## src/rtl/psram_qspi_ctrl.sv

```systemverilog
// QPI-mode PSRAM controller: req/ack front end, MSB-first command/address/data shifting, per-window access budget.
// Optional feature macro: PSRAM_ROMPROT_EN drops writes aimed at the lower 16 KB ROM image.
module psram_qspi_ctrl #(
   parameter int         ADDR_W    = 24,
   parameter int         BURST     = 1,
   parameter int         RD_WAIT   = 6,
   parameter int         ACC_LIMIT = 112,
   parameter logic [7:0] CMD_RD    = 8'hEB,
   parameter logic [7:0] CMD_WR    = 8'h38
) (
   input  logic                 clk,
   input  logic                 reset_n,
   input  logic                 req,
   input  logic                 we,
   input  logic [ADDR_W-1:0]    addr,
   input  logic [8*BURST-1:0]   wdata,
   output logic [8*BURST-1:0]   rdata,
   output logic                 ack,
   output logic                 busy,
   input  logic                 win_start,
   output logic                 sck_en,
   output logic                 cs_n,
   output logic [3:0]           qio_o,
   output logic                 qio_oe,
   input  logic [3:0]           qio_i
);

   localparam int DW  = 8 * BURST;
   localparam int SRW = 32 + DW;
   localparam int BW  = (ACC_LIMIT < 2) ? 1 : $clog2(ACC_LIMIT + 1);
   localparam logic [BW-1:0] LIMIT      = BW'(ACC_LIMIT);
   localparam logic [23:0]   ALIGN_MASK = ~24'(BURST - 1);

   typedef enum logic [2:0] {
      IDLE,
      CMD,
      ADDR,
      WAIT,
      DATA,
      DROP,
      DONE
   } state_t;

   state_t          state_q;
   state_t          state_d;
   logic [7:0]      cnt_q;
   logic [7:0]      cnt_d;
   logic            we_q;
   logic [SRW-1:0]  sr_q;
   logic [DW-1:0]   rd_sr_q;
   logic [DW-1:0]   rd_next;
   logic [DW-1:0]   rd_bytes;
   logic [DW-1:0]   wdata_ord;
   logic [BW-1:0]   budget_q;
   logic [23:0]     bus_addr;
   logic            budget_ok;
   logic            start;
   logic            rom_drop;

   assign bus_addr  = 24'(addr) & ALIGN_MASK;
   assign budget_ok = (ACC_LIMIT == 0) || (budget_q < LIMIT);
   assign rd_next   = {rd_sr_q[DW-5:0], qio_i};

`ifdef PSRAM_ROMPROT_EN
   assign rom_drop = we && (bus_addr[23:14] == 10'd0);
`else
   assign rom_drop = 1'b0;
`endif

   // Byte 0 travels first on the bus, so it sits at the top of the shift stream.
   always_comb begin
      wdata_ord = '0;
      rd_bytes  = '0;
      for (int i = 0; i < BURST; i++) begin
         wdata_ord[8*(BURST-1-i) +: 8] = wdata[8*i +: 8];
         rd_bytes[8*i +: 8]            = rd_next[8*(BURST-1-i) +: 8];
      end
   end

   always_comb begin
      state_d = state_q;
      cnt_d   = cnt_q;
      start   = 1'b0;
      cs_n    = 1'b1;
      sck_en  = 1'b0;
      qio_oe  = 1'b0;
      ack     = 1'b0;
      busy    = (state_q != IDLE);
      if (cnt_q != 8'd0) begin
         cnt_d = cnt_q - 8'd1;
      end
      case (state_q)
         IDLE: begin
            if (req && budget_ok && !win_start) begin
               start = 1'b1;
               if (rom_drop) begin
                  state_d = DROP;
               end else begin
                  state_d = CMD;
                  cnt_d   = 8'd1;
               end
            end
         end
         CMD: begin
            cs_n   = 1'b0;
            sck_en = 1'b1;
            qio_oe = 1'b1;
            if (cnt_q == 8'd0) begin
               state_d = ADDR;
               cnt_d   = 8'd5;
            end
         end
         ADDR: begin
            cs_n   = 1'b0;
            sck_en = 1'b1;
            qio_oe = 1'b1;
            if (cnt_q == 8'd0) begin
               if (!we_q && (RD_WAIT != 0)) begin
                  state_d = WAIT;
                  cnt_d   = 8'(RD_WAIT - 1);
               end else begin
                  state_d = DATA;
                  cnt_d   = 8'(2 * BURST - 1);
               end
            end
         end
         WAIT: begin
            cs_n   = 1'b0;
            sck_en = 1'b1;
            if (cnt_q == 8'd0) begin
               state_d = DATA;
               cnt_d   = 8'(2 * BURST - 1);
            end
         end
         DATA: begin
            cs_n   = 1'b0;
            sck_en = 1'b1;
            qio_oe = we_q;
            if (cnt_q == 8'd0) begin
               state_d = DONE;
            end
         end
         // A protected write idles one cycle with cs_n high so ack keeps a fixed two-cycle latency.
         DROP: begin
            state_d = DONE;
         end
         DONE: begin
            ack     = 1'b1;
            state_d = IDLE;
         end
         default: begin
            state_d = IDLE;
         end
      endcase
   end

   assign qio_o = qio_oe ? sr_q[SRW-1 -: 4] : 4'h0;

   always_ff @(posedge clk or negedge reset_n) begin
      if (!reset_n) begin
         state_q <= IDLE;
         cnt_q   <= 8'd0;
      end else begin
         state_q <= state_d;
         cnt_q   <= cnt_d;
      end
   end

   always_ff @(posedge clk or negedge reset_n) begin
      if (!reset_n) begin
         we_q    <= 1'b0;
         sr_q    <= '0;
         rd_sr_q <= '0;
         rdata   <= '0;
      end else begin
         if (start) begin
            we_q <= we;
            sr_q <= {(we ? CMD_WR : CMD_RD), bus_addr, wdata_ord};
         end else if (qio_oe) begin
            sr_q <= {sr_q[SRW-5:0], 4'h0};
         end
         if ((state_q == DATA) && !we_q) begin
            rd_sr_q <= rd_next;
            if (cnt_q == 8'd0) begin
               rdata <= rd_bytes;
            end
         end
      end
   end

   // win_start wins over a same-cycle start; the start itself is blocked in IDLE that cycle.
   always_ff @(posedge clk or negedge reset_n) begin
      if (!reset_n) begin
         budget_q <= '0;
      end else if (win_start) begin
         budget_q <= '0;
      end else if (start && !rom_drop && (ACC_LIMIT != 0) && (budget_q != LIMIT)) begin
         budget_q <= budget_q + BW'(1);
      end
   end

endmodule

```

## config.mk

```make
export PLATFORM = sky130hd
export DESIGN_NAME = psram_qspi_ctrl
export DESIGN_NICKNAME = d
export VERILOG_FILES = /design/src/rtl/psram_qspi_ctrl.sv
export SDC_FILE = /design/constraint.sdc
export NUM_CORES = 1
export LEC_CHECK = 0
export ABC_AREA = 1
export BUFFER_PORTS_ARGS = -buffer_cell sky130_fd_sc_hd__buf_2
export CAP_MARGIN = 20
export CORE_MARGIN = 5
export CORE_UTILIZATION = 45
export CTS_BUF_LIST = sky130_fd_sc_hd__clkbuf_2
export CTS_CLUSTER_DIAMETER = 150
export DETAILED_ROUTE_END_ITERATION = 16
export GPL_ROUTABILITY_DRIVEN = 0
export GPL_TIMING_DRIVEN = 1
export PLACE_DENSITY = 0.74
export SYNTH_ARGS = -nofsm -noshare
export SYNTH_HDL_FRONTEND = slang
export SYNTH_SLANG_ARGS = --single-unit
```

## constraint.sdc

```tcl
create_clock -name clk -period 1.85 [get_ports clk]
set_input_delay 0.2775 -clock clk [delete_from_list [all_inputs] [get_ports clk]]
set_output_delay 0.2775 -clock clk [all_outputs]
set_load 0.05 [all_outputs]
```

# Yosys cells after proc, flatten, opt, wreduce, memory -nomap -nowiden
# Cells that the tools add are included.
[classes] order_cmp=1 mux=26 reduce_logical=16 add_sub_neg=2 n_eq_ne=12
[op_table] operator="$mux 40" n=2
[op_table] operator="$mux 8" n=6
[op_table] operator="$pmux 8 s4" n=1
[op_table] operator="$mux 3" n=7
[op_table] operator="$pmux 3 s6" n=1
[op_table] operator="$mux 7" n=2
[op_table] operator="$ne 2x2->1 const B" n=5
[op_table] operator="$eq 3x3->1 const B" n=3
[op_table] operator="$logic_not 8->1" n=1
[op_table] operator="$reduce_bool 8->1" n=1
[op_table] operator="$sub 8x1->8 const B" n=1
[op_table] operator="$add 7x1->7 const B" n=1
[op_table] operator="$lt 7x7->1 const B" n=1
[op_table] operator="$ne 7x7->1 const B" n=1
[op_table] operator="$eq 3x2->1 const B" n=2
[op_table] operator="$mux 1" n=5
[op_table] operator="$reduce_and 5->1" n=1
[op_table] operator="$logic_and 1x1->1" n=4
[op_table] operator="$mux 4" n=1
[op_table] operator="$reduce_bool 2->1" n=2
[op_table] operator="$reduce_or 4->1" n=1
[op_table] operator="$eq 3x1->1 const B" n=1
[op_table] operator="$logic_not 3->1" n=1
[op_table] operator="$reduce_bool 3->1" n=1
[op_table] operator="4 further kinds" n=5
[word_totals] output_inout_bits=17 elab_cells=64 regBits=71

# Logic depth before layout (Yosys ltp)
[logic_depth] word_depth=8 ltp_mapped=9 depth_no_buf=9

# Least setup slack after synthesis
# OpenSTA, ideal clock, no wires.
[synth_timing] kind="reg-to-output" from="register state_q[0]" to="output qio_o[0]" path_slack_ns=-0.193 path_stages_with_launch=8 arrival_time_ns=1.766 path_cell_list="dfrtp_1 -> buf_4 -> nor2_4 -> nand2_1 -> nor2_2 -> nor2_8 -> buf_4 -> nor2_1"
[synth_between] elab_chain_cells=4 word_cells_on_any_way=6 classes_between="eq/ne (3); mux (2); reduce/logical (1)"
[synth_lines] item="from (decl)" line_no="44" text="state_t state_q;"
[synth_lines] item="from (signal assigned)" line_no="164" text="state_q <= state_d;"
[synth_lines] item="$eq 3x2->1 / $eq 3x1->1 (equally long branches)" line_no="92" text="case (state_q)"
[synth_lines] item="$reduce_or 2->1 (no line)"
[synth_lines] item="$pmux 1 s2 *" line_no="92"
[synth_lines] item="$mux 4 *" line_no="157" text="assign qio_o = qio_oe ? sr_q[SRW-1 -: 4] : 4'h0;"
[synth_lines] item="to (decl)" line_no="23" text="output logic [3:0] qio_o,"
# Mark *: on every way between the ends. The rest lies on a longest branch, timed or not.

# Worst setup path after layout
[layout_timing] from="register state_q[1]" to="output qio_oe"
[layout_between] elab_chain_cells=3 word_cells_on_any_way=5 classes_between="eq/ne (3); mux (1); reduce/logical (1)"
[layout_lines] item="$eq 3x2->1 / $eq 3x1->1 (equally long branches)" line_no="92"
[layout_lines] item="$reduce_or 2->1 (no line)"
[layout_lines] item="$pmux 1 s2 *" line_no="92"
[layout_lines] item="to (decl)" line_no="24" text="output logic qio_oe,"
# Marked as above.

==> results_dict.tcl <==
set metrics [dict create \
    status "finished with violations" \
    violations "setup timing" \
    hold_viol_final 0 \
    syn_to_final_growth_pct 23.5 \
    htree_levels 3 \
    period_needed_ns 2.06 \
    initial_core_util_pct 45.9 \
    worst_setup_path_end_kind "primary output" \
    swShare_pct 47.7 \
    synth-edff-count 0 \
    drc 0 \
    track_usage_pct 17.5 \
    powerDensity_nw_per_um2 1540 \
    final_max_slew_viol_count 0 \
    io_pins 58 \
    power.total_mw 7.55 \
    core_area_sq_um 8640 \
    yosys.area.top_type "dfrtp_1" \
    fin_nets 667 \
    rsz0062_at_grt "true" \
    synth_seq_cells 71 \
    viasPerCell 4.99 \
    drt-total-wl_microns 9210 \
    rows 34 \
    die_h_microns 104 \
    worstMarginPinSlew_ns 0.380 \
    finalNonFillerCells 734 \
    rrSetupSlack_ns 0.13 \
    grt_pass1_wl_microns 15900 \
    fp.dieW_microns 104 \
    fmax_mhz 485 \
    pre_cts_ws_ns 0.0997 \
    cp-start-kind "register" \
    antenna_found_initial 0 \
    dr_total_vias 3664 \
    p_seq_share_pct 31.9 \
    fill_cells 775 \
    synth_fp_nets 583 \
    numCtsBuffers 9 \
    worst-setup-path-type "reg -> out" \
    grt_max_degree 72 \
    io_buffers 57 \
    synth_cells 537 \
    p_int_mw 3.95 \
    cts_tree "done" \
    maxSlewHeadroom_pct 74.6 \
    clock_path_buffers 2 \
    grt_pass1_vias 3477 \
    yosysMostFrequentCell "nand2_1" \
    clock-sinks 71 \
    power.leakage_nw 2.63 \
    ys_types 27 \
    peakVddDrop_mv 0.560 \
    dieArea_sq_um 10800 \
    diodes 0 \
    pwr-share-clk_pct 11.8 \
    path_max_fanout 5 \
    hold_class "in -> reg" \
    setup_ws_ns -0.214 \
    first_pass_iters 5 \
    synthTopCellsByCount "207 x nand2_1, 71 x dfrtp_1, 66 x inv_1" \
    syn-cell-area_sq_um 3970 \
    root_buffer "clkbuf_2" \
    drive_gt1_share_pct 20.1 \
    detail-route-antenna-nets 0 \
    post-route-period-util_pct 112 \
    ys_seq_area_share_pct 44.8 \
    drt-initial-drc-count 182 \
    maxCapViolations 0 \
    async_flop_share_pct 100 \
    insertion_delay_ns 0.52 \
    ys_warn_count 0 \
    p_sw_mw 3.61 \
    clk_pin_slew_ns 0.21 \
    p_comb_share_pct 56.3 \
    synth_area_per_cell_sq_um 7.39 \
    cp.arrival_ns 1.79 \
    dp_cells 691 \
    synth_area_leaders "dfrtp_1 45%, nand2_1 20%, nand3_1 7.7%" \
    finalSetupViolCount 8 \
    skew_ns 0.0309 \
    crit_required_ns 1.57 \
    overflow 0 \
    wire_per_inst_microns 12.6 \
    synth_top_flop_cell "dfrtp_1" \
    hpwl_microns 5970 \
    synth_top_area_share_pct 44.8 \
]
kinds of logic after synthesis:
group	after synthesis	share of synthesized area, %
XOR/XNOR	4	0.883
AND/OR/NAND/NOR	303	32.6
adder cells (fa/ha/maj)	5	1.58
buffers and inverters	93	10.2
AO/OA/AOI/OAI	61	9.91
flip-flops	71	44.8
power by group through the flow:
| stage | logic, mW | clock network, mW | registers [mW] |
|---|---|---|---|
| 5_1_grt | 4.72 | 0.998 | 2.47 |
| 6_report | 4.25 | 0.893 | 2.41 |
| 4_1_cts | 4.08 | 0.917 | 2.39 |
| 3_5_place_dp | 3.62 | 0 | 2.43 |
| 3_3_place_gp | 3.52 | 0 | 2.40 |
| 2_1_floorplan | 2.78 | 0 | 2.51 |
final cells by class:
cell class	count	area, sq um	share of cell area [%]
multi-input combinational	373	1870	38.1
sequential	71	1780	36.3
timing repair buffer	97	728	14.9
inverter	69	273	5.57
tap	108	135	2.76
clock inverter	7	71.3	1.46
clock buffer	9	45.0	0.919
layer usage:
| layer | GRT usage (%) | vias to the layer above | wire length [microns] |
|---|---|---|---|
| met4 | 6.57 | 0 | 136 |
| li1 | - | 1843 | - |
| met3 | 4.35 | 15 | 528 |
| met2 | 27.8 | 112 | 4430 |
| met1 | 23.1 | 1694 | 4120 |
| met5 | 0 | - | 0 |
critical path: stages (launching register included):
cell and delay [ns]:
dfrtp_2 0.52, inv_4 0.12, nand2_1 0.10, nor2_2 0.17, nand2_1 0.12, nand3_4 0.11
buf_8 0.15
what timing repair did:
action,4_1_cts,5_1_grt
pin swaps,5,4
setup endpoints to repair,9,42
buffers inserted,10,4
hold buffers,12,2
endpoints found under the hold margin,86,2
gates resized for setup,40,12
cell usage in the layout (no fill, tap or decap), drive strengths merged:
cell type      n
a21oi          8
buf           83
bufinv         1
clkbuf         9
clkinv         3
clkinvlp       3
dfrtp         71
dlygate4sd3   14
ha             5
inv           69
nand2        211
nand3         63
nand3b         1
nand4          2
nor2          24
nor3           2
o211ai         2
o21ai         18
o21bai        33
xor2           4
registers in the layout (all words and copies together), names as in the netlist:
signal,flops
budget_q,7
sr_q,40
we_q,1
rd_sr_q,4
cnt_q,8
state_q,3
rdata,8
final timing paths:
path	cells past startpoint	end	startpoint
worst max-delay path	6	qio_oe	state_q[1]
worst min-delay path	5	sr_q[21]	addr[13]
worst max register to register	9	sr_q[7]	state_q[1]
worst min register to register	2	rdata[2]	rdata[2]
max in group asynchronous	3	state_q[1]	reset_n
min in group asynchronous	3	rdata[6]	reset_n
stage by stage:
stage	hold WS (ns)	utilization (%)	setup TNS, ns	instance area, sq um
final	0.0239	56.7	-1.04	4900
after global routing	0.0130	56.7	-2.05	4900
after CTS	0.00225	55.6	-0.984	4800
after detailed placement	0.339	50.6	0	4370
after global placement	0.332	50.6	0	4370
after floorplan	-0.0181	-	-0.839	3970
(Power assumes the default switching activity.)
